File: src/rtl/mem_arbiter.sv
// Shares one memory port between instruction fetch and load/store.
// Valid/ready requests, one outstanding transaction, and a response timeout.
module mem_arbiter #(
  parameter int unsigned ADDR_WIDTH     = 32,
  parameter int unsigned DATA_WIDTH     = 32,
  parameter int unsigned TIMEOUT_CYCLES = 255
) (
  input  logic                    clk,
  input  logic                    rst,
  input  logic                    ifu_req_valid,
  output logic                    ifu_req_ready,
  input  logic [ADDR_WIDTH-1:0]   ifu_req_addr,
  output logic                    ifu_resp_valid,
  output logic [DATA_WIDTH-1:0]   ifu_resp_data,
  output logic                    ifu_resp_err,
  input  logic                    lsu_req_valid,
  output logic                    lsu_req_ready,
  input  logic [ADDR_WIDTH-1:0]   lsu_req_addr,
  input  logic                    lsu_req_wen,
  input  logic [DATA_WIDTH-1:0]   lsu_req_wdata,
  input  logic [DATA_WIDTH/8-1:0] lsu_req_wmask,
  output logic                    lsu_resp_valid,
  output logic [DATA_WIDTH-1:0]   lsu_resp_data,
  output logic                    lsu_resp_err,
  output logic                    mem_req_valid,
  input  logic                    mem_req_ready,
  output logic [ADDR_WIDTH-1:0]   mem_req_addr,
  output logic                    mem_req_wen,
  output logic [DATA_WIDTH-1:0]   mem_req_wdata,
  output logic [DATA_WIDTH/8-1:0] mem_req_wmask,
  input  logic                    mem_resp_valid,
  input  logic [DATA_WIDTH-1:0]   mem_resp_data
);

  localparam int unsigned MASK_WIDTH = DATA_WIDTH / 8;
  localparam int unsigned CNT_WIDTH  = 16;

  typedef enum logic [1:0] {S_IDLE, S_ISSUE, S_WAIT_RESP} state_t;

  typedef struct packed {
    logic [ADDR_WIDTH-1:0] addr;
    logic                  wen;
    logic [DATA_WIDTH-1:0] wdata;
    logic [MASK_WIDTH-1:0] wmask;
  } mem_req_t;

  state_t                r_state;
  state_t                w_state_next;
  mem_req_t              r_req;
  logic                  r_owner_lsu;
  logic                  r_prio_ifu;
  logic [CNT_WIDTH-1:0]  r_cnt;
  logic                  r_ifu_resp_valid;
  logic [DATA_WIDTH-1:0] r_ifu_resp_data;
  logic                  r_ifu_resp_err;
  logic                  r_lsu_resp_valid;
  logic [DATA_WIDTH-1:0] r_lsu_resp_data;
  logic                  r_lsu_resp_err;

  logic                  w_idle;
  logic                  w_grant_ifu;
  logic                  w_grant_lsu;
  logic                  w_resp_ok;
  logic                  w_timeout;
  logic                  w_resp_fire;
  logic [DATA_WIDTH-1:0] w_resp_data;

  // Grant only in IDLE and out of reset; ties go to the favoured requester.
  assign w_idle      = (r_state == S_IDLE) && !rst;
  assign w_grant_ifu = w_idle && ifu_req_valid && (!lsu_req_valid || r_prio_ifu);
  assign w_grant_lsu = w_idle && lsu_req_valid && (!ifu_req_valid || !r_prio_ifu);
  assign w_resp_ok   = (r_state == S_WAIT_RESP) && mem_resp_valid;
  assign w_timeout   = (r_state == S_WAIT_RESP) && !mem_resp_valid &&
                       (r_cnt == CNT_WIDTH'(TIMEOUT_CYCLES - 1));
  assign w_resp_fire = w_resp_ok || w_timeout;
  assign w_resp_data = (w_timeout || r_req.wen) ? '0 : mem_resp_data;

  always_ff @(posedge clk) begin
    if (rst) r_state <= S_IDLE;
    else     r_state <= w_state_next;
  end

  always_comb begin
    w_state_next = r_state;
    case (r_state)
      S_IDLE:      if (w_grant_ifu || w_grant_lsu) w_state_next = S_ISSUE;
      S_ISSUE:     if (mem_req_ready) w_state_next = S_WAIT_RESP;
      S_WAIT_RESP: if (w_resp_fire) w_state_next = S_IDLE;
      default:     w_state_next = S_IDLE;
    endcase
  end

  // Request latch, owner tracking and tie-break flag.
  always_ff @(posedge clk) begin
    if (rst) begin
      r_req       <= '0;
      r_owner_lsu <= 1'b0;
      r_prio_ifu  <= 1'b1;
    end else if (w_grant_ifu) begin
      r_req.addr  <= ifu_req_addr;
      r_req.wen   <= 1'b0;
      r_req.wdata <= '0;
      r_req.wmask <= '0;
      r_owner_lsu <= 1'b0;
      if (lsu_req_valid) r_prio_ifu <= 1'b0;
    end else if (w_grant_lsu) begin
      r_req.addr  <= lsu_req_addr;
      r_req.wen   <= lsu_req_wen;
      r_req.wdata <= lsu_req_wdata;
      r_req.wmask <= lsu_req_wmask;
      r_owner_lsu <= 1'b1;
      if (ifu_req_valid) r_prio_ifu <= 1'b1;
    end
  end

  // Counts cycles spent waiting; cleared whenever not waiting.
  always_ff @(posedge clk) begin
    if (rst)                          r_cnt <= '0;
    else if (r_state == S_WAIT_RESP)  r_cnt <= r_cnt + CNT_WIDTH'(1);
    else                              r_cnt <= '0;
  end

  always_ff @(posedge clk) begin
    if (rst) begin
      r_ifu_resp_valid <= 1'b0;
      r_ifu_resp_data  <= '0;
      r_ifu_resp_err   <= 1'b0;
      r_lsu_resp_valid <= 1'b0;
      r_lsu_resp_data  <= '0;
      r_lsu_resp_err   <= 1'b0;
    end else begin
      r_ifu_resp_valid <= w_resp_fire && !r_owner_lsu;
      r_lsu_resp_valid <= w_resp_fire && r_owner_lsu;
      if (w_resp_fire && !r_owner_lsu) begin
        r_ifu_resp_data <= w_resp_data;
        r_ifu_resp_err  <= w_timeout;
      end
      if (w_resp_fire && r_owner_lsu) begin
        r_lsu_resp_data <= w_resp_data;
        r_lsu_resp_err  <= w_timeout;
      end
    end
  end

  assign ifu_req_ready  = w_grant_ifu;
  assign lsu_req_ready  = w_grant_lsu;
  assign ifu_resp_valid = r_ifu_resp_valid;
  assign ifu_resp_data  = r_ifu_resp_data;
  assign ifu_resp_err   = r_ifu_resp_err;
  assign lsu_resp_valid = r_lsu_resp_valid;
  assign lsu_resp_data  = r_lsu_resp_data;
  assign lsu_resp_err   = r_lsu_resp_err;
  assign mem_req_valid  = (r_state == S_ISSUE);
  assign mem_req_addr   = r_req.addr;
  assign mem_req_wen    = r_req.wen;
  assign mem_req_wdata  = r_req.wdata;
  assign mem_req_wmask  = r_req.wmask;

endmodule
File: config.mk
export PLATFORM = sky130hd
export DESIGN_NAME = mem_arbiter
export DESIGN_NICKNAME = d
export VERILOG_FILES = /design/src/rtl/mem_arbiter.sv
export SDC_FILE = /design/constraint.sdc
export NUM_CORES = 1
export LEC_CHECK = 0
export ABC_CLOCK_PERIOD_IN_PS = 3540
export BUFFER_PORTS_ARGS = -buffer_cell sky130_fd_sc_hd__buf_2
export CORE_MARGIN = 5
export CORE_UTILIZATION = 54
export CTS_BUF_LIST = sky130_fd_sc_hd__clkbuf_16
export DETAILED_ROUTE_END_ITERATION = 7
export PLACE_DENSITY = 0.86
export SLEW_MARGIN = 20
export SYNTH_ARGS = -nofsm -noshare
export SYNTH_HDL_FRONTEND = slang
export SYNTH_SLANG_ARGS = --single-unit
export TNS_END_PERCENT = 20
File: constraint.sdc
create_clock -name clk -period 3.54 [get_ports clk]
set_input_delay 0.708 -clock clk [delete_from_list [all_inputs] [get_ports clk]]
set_output_delay 0.708 -clock clk [all_outputs]
set_load 0.01 [all_outputs]
# == Word level (Yosys, flattened, before mapping) ==
# Index checks and enable logic that the tools add are counted.
# word_totals
reg_bits,157
latchBits,0
ram_bits,0
romBits,0
in_bits,139
output_inout_bits,140
word_cells,62
mem_count,0
# op_classes
n_addsub,1
n_mul,0
div_mod_pow,0
n_lt_le_gt_ge,0
n_eq_ne,7
shift,0
muxes,11
bitwise,1
n_reduce_logical,28
# ops
cell,count
69-bit 2-to-1 mux,2
32-bit 2-to-1 mux,1
"16-bit by 1-bit adder with 16-bit output, second input constant",1
"16-bit by 8-bit == test with 1-bit output, second input constant",1
1-bit logical AND,10
1-bit zero test,6
2-bit 2-to-1 mux,3
2-bit case mux with 3 select lines,1
3-bit AND reduction,2
1-bit logical OR,5
1-bit 2-to-1 mux,4
"2-bit by 1-bit != test with 1-bit output, second input constant",2
"2-bit != test, second input constant",2
2-bit nonzero test,2
2-bit OR reduction,2
"2-bit by 1-bit == test with 1-bit output, second input constant",1
"2-bit == test, second input constant",1
2-bit zero test,1
1-bit inverter,1

# == Depth between registers and ports, before layout ==
# depth
depth_word,7
depth_mapped,7
ltp_nobuf,5

# == Worst setup path after synthesis ==
# Ideal clock, no wire load.
# synth_timing
path_type,input-to-output
from,input port rst
to,output port lsu_req_ready
arrival_time_ns,1.891
required_time_ns,2.832
path_slack_ns,0.941
path_stages,5
path_buffers,3
cell_sequence,clkbuf_1 > or4b_1 > clkbuf_1 > clkbuf_1 > nor2_1
# synth_between
elab_chain_len,4
# synth_lines
element,line_no,text
start: declaration,9,"input logic rst,"
1-bit zero test,69,assign w_idle = (r_state == S_IDLE) && !rst;
1-bit logical AND,69,
1-bit logical AND (2 in series),71,assign w_grant_lsu = w_idle && lsu_req_valid && (!ifu_req_valid || !r_prio_ifu);
end: declaration,17,"output logic lsu_req_ready,"
# Every way passes these cells.

# == Worst setup path in the final report ==
# layout_timing
from,register r_state[0]
to,output port ifu_req_ready
# layout_between
elab_chain_len,4
# layout_lines
element,line_no,text
start: declaration,47,state_t r_state;
start signal: assignment,80,else r_state <= w_state_next;
2-bit zero test,69,
1-bit logical AND,69,
1-bit logical AND (2 in series),70,assign w_grant_ifu = w_idle && ifu_req_valid && (!lsu_req_valid || r_prio_ifu);
end: declaration,11,"output logic ifu_req_ready,"
# Every way passes these cells.

==> impl_metrics.csv <==
group,metric,value,unit
synth,synth_top_family_by_area,"compound AO/OA/AOI/OAI gates",
synth,ys.warnings.count,0,
finish,drive_gt1_share,32.7,%
flow_run,max-cap-violations,0,
clock_network,cts_setup_buffers,0,
place,dp.cells,1303,
synth,netlist_area,7770,um^2
route,drt_iter0_markers,1130,
clock_network,ctsHoldBuffers,0,
synth,synth-seq-cells,157,
timing,period_share,78.4,%
worst_setup_path,crit_required,2.83,ns
clock_network,cts_tree,"yes",
worst_setup_path,start_kind,"flip-flop",
clock_network,cts_root_buf,"clkbuf_16",
floorplanning,rows,43,
synth,synth_fa_ha_area_share,0.322,%
timing,grt_setup_unrepaired,"no",
worst_setup_path,worstPathMaxFanout,11,
floorplanning,floorplan.initialDensity,55.5,%
synth,yosys.area_share.simple,24.5,%
route,drcViolationCount,0,
timing,setup_tns,0,ns
floorplanning,die_w,130,um
synth,syn_nets,1084,
timing,drv_slew,0,
grt,grt_pass1_wl,40.2,mm
route,routed_wl,25.9,mm
finish,utilization,70.1,%
timing,final_hold_viol_count,0,
worst_hold_path,hp-class,"flip-flop to flip-flop",
synth,yosys.cell_types.count,44,
clock_network,path_clk_slew,0.06,ns
grt,grt_pass1_vias,7790,
place,numPortBuffers,278,
power_and_ir_drop,vdd_ir_drop_max,0.000433,V
timing,relSlewSlack,29.3,%
grt,grtUsageTotal,29.1,%
grt,grt_max_degree,73,
clock_network,insertion_delay,0.42,ns
route,wire_per_inst,19.4,um
status,status,"finished, final reports clean",
power_and_ir_drop,powerDensity,470,nW/um^2
power_and_ir_drop,leakagePower,3.69,nW
synth,synth_cells,943,
synth,synth_area_per_cell,8.24,um^2
synth,synth-xor-area-share,0.338,%
clock_network,cts_buffers,17,
synth,synth_compound_area_share,27.4,%
floorplanning,die_area,16900,um^2
finish,fill_cells,1112,
clock_network,cts_buffer_depth,2,
power_and_ir_drop,total_power,4.61,mW
finish,final_cell_count_no_fill,1337,
synth,synth_top_area_share,40.5,%
synth,synth_mux_area_share,0.386,%
worst_setup_path,end_kind,"primary output",
route,viasPerCell,6.37,
grt,antenna_found_initial,2,
clock_network,post_cts_resized,0,
clock_network,clkSinkCount,157,
floorplanning,die_h,130,um
timing,finClkSkew,0.0102,ns
worst_setup_path,critPathArrivalTime,2.07,ns
timing,setup_viol,0,
route,dr_total_vias,8516,
worst_setup_path,crit_type,"flip-flop to primary output",
timing,fmaxAchievable,360,MHz
floorplanning,io_pins,279,
timing,period_needed,2.78,ns
route,final_antenna_net_count,0,
floorplanning,core,14000,um^2
finish,area_delta_synth_final,26.1,%
finish,final_nets,1283,
timing,worst_pin_slew,1.06,ns
synth,synth_seq_area_share,40.5,%
place,routabilityCongestion,0.822,
synth,yosysTopAreaCell,"dfxtp_1",
grt,gr-total-overflow,0,
place,hpwl,16.4,mm
route,firstDrtPassIters,5,
clock_network,cts_max_level,4,
synth,synth_area_leaders,"dfxtp_1 40%, nand3_1 8.8%, o41ai_1 7.3%",
metrics by stage:
stage	area [um^2]	hold slack, ns	worst slack [ns]
2_1_floorplan	7770	0.438	0.941
3_3_place_gp	9130	0.448	0.885
3_5_place_dp	9130	0.465	0.860
4_1_cts	9800	0.474	0.763
5_1_grt	9800	0.491	0.677
6_report	9800	0.473	0.764
critical path: stages (launching register included):
cell	delay [ns]
dfxtp_1	0.42
or3b_1	0.50
or3_2	0.51
inv_2	0.08
buf_2	0.13
cells by family (layout without fill, tap and decap cells):
group                    after synthesis  after routing
AND/OR/NAND/NOR                      357            357
AO/OA/AOI/OAI                        293            293
flip-flops                           157            157
buffers and inverters                128            340
XOR/XNOR                               3              3
multiplexers                           3              3
adder cells (fa/ha/maj)                2              2
other                                  0              2
Yosys cell counts (all sizes together):
| library cell | count |
|---|---|
| a211o | 1 |
| a21oi | 47 |
| a22o | 2 |
| a311oi | 32 |
| a31oi | 64 |
| and2 | 1 |
| and3b | 1 |
| buf | 17 |
| clkbuf | 105 |
| dfxtp | 157 |
| ha | 2 |
| inv | 6 |
| mux2i | 3 |
| nand2 | 71 |
| nand2b | 3 |
| nand3 | 137 |
| nand3b | 3 |
| nand4 | 6 |
| nand4bb | 1 |
| nor2 | 10 |
| nor2b | 67 |
| nor3 | 2 |
| nor3b | 2 |
| nor4 | 36 |
| nor4b | 1 |
| o21a | 2 |
| o21ai | 75 |
| o21bai | 1 |
| o311ai | 1 |
| o31ai | 3 |
| o41ai | 65 |
| or3 | 7 |
| or3b | 3 |
| or4 | 3 |
| or4b | 3 |
| xnor2 | 2 |
| xor2 | 1 |
path summary, 6_finish.rpt:
kind	to	depth (start not counted)	slack [ns]	startpoint
min reg2reg	mem_req_wdata[3]$_SDFFE_PP0N_	2	0.47	mem_req_wdata[3]$_SDFFE_PP0N_
max reg2reg	lsu_resp_data[19]$_SDFFE_PP0P_	6	0.90	r_cnt[0]$_SDFF_PP0_
min	mem_req_wdata[3]$_SDFFE_PP0N_	2	0.47	mem_req_wdata[3]$_SDFFE_PP0N_
max	ifu_req_ready	4	0.76	r_state[0]$_SDFFE_PP0P_
report_power, final:
group | switching, mW | internal [mW] | total, mW
registers | 0.0497 | 1.84 | 1.89
logic | 0.396 | 0.234 | 0.630
clock network | 0.763 | 1.32 | 2.09
total | 1.21 | 3.40 | 4.61
area by class of cell:
class	instances	area [um^2]	share of cell area [%]
well taps	180	225	2.30
clock buffers	17	425	4.34
diodes	2	5.00	0.0511
multi-input cells	658	4160	42.5
inverters	6	22.5	0.230
flip-flops and latches	157	3140	32.1
clock inverters	15	244	2.49
repair buffers	302	1570	16.1
metal layers:
layer	wire length (um)	GRT usage, %
met1	10300	38.2
met5	13	0
met2	12500	47.1
met3	2640	7.61
met4	556	9.47
sequential cells by signal (all words and copies together) (netlist names):
signal / flops
ifu_resp_data: 32
ifu_resp_err: 1
mem_req_wdata: 32
r_state: 2
lsu_resp_err: 1
r_prio_ifu: 1
mem_req_wmask: 4
lsu_resp_valid: 1
mem_req_addr: 32
r_cnt: 16
r_owner_lsu: 1
lsu_resp_data: 32
ifu_resp_valid: 1
mem_req_wen: 1
placed cells by master (no fill, tap or decap), types with 10 or more instances in the layout:
cell / synthesis / final
clkbuf_16: 0 / 17
nor4_1: 36 / 36
buf_2: 4 / 277
buf_4: 0 / 25
a311oi_2: 30 / 30
nand2_1: 71 / 70
o21ai_0: 35 / 35
nor2_1: 10 / 10
o21ai_1: 40 / 40
a21oi_1: 47 / 47
nor2b_1: 67 / 65
dfxtp_1: 157 / 157
o41ai_1: 65 / 65
nand3_1: 137 / 137
a31oi_1: 64 / 64
Note: power is estimated with default switching activity, not from simulation.
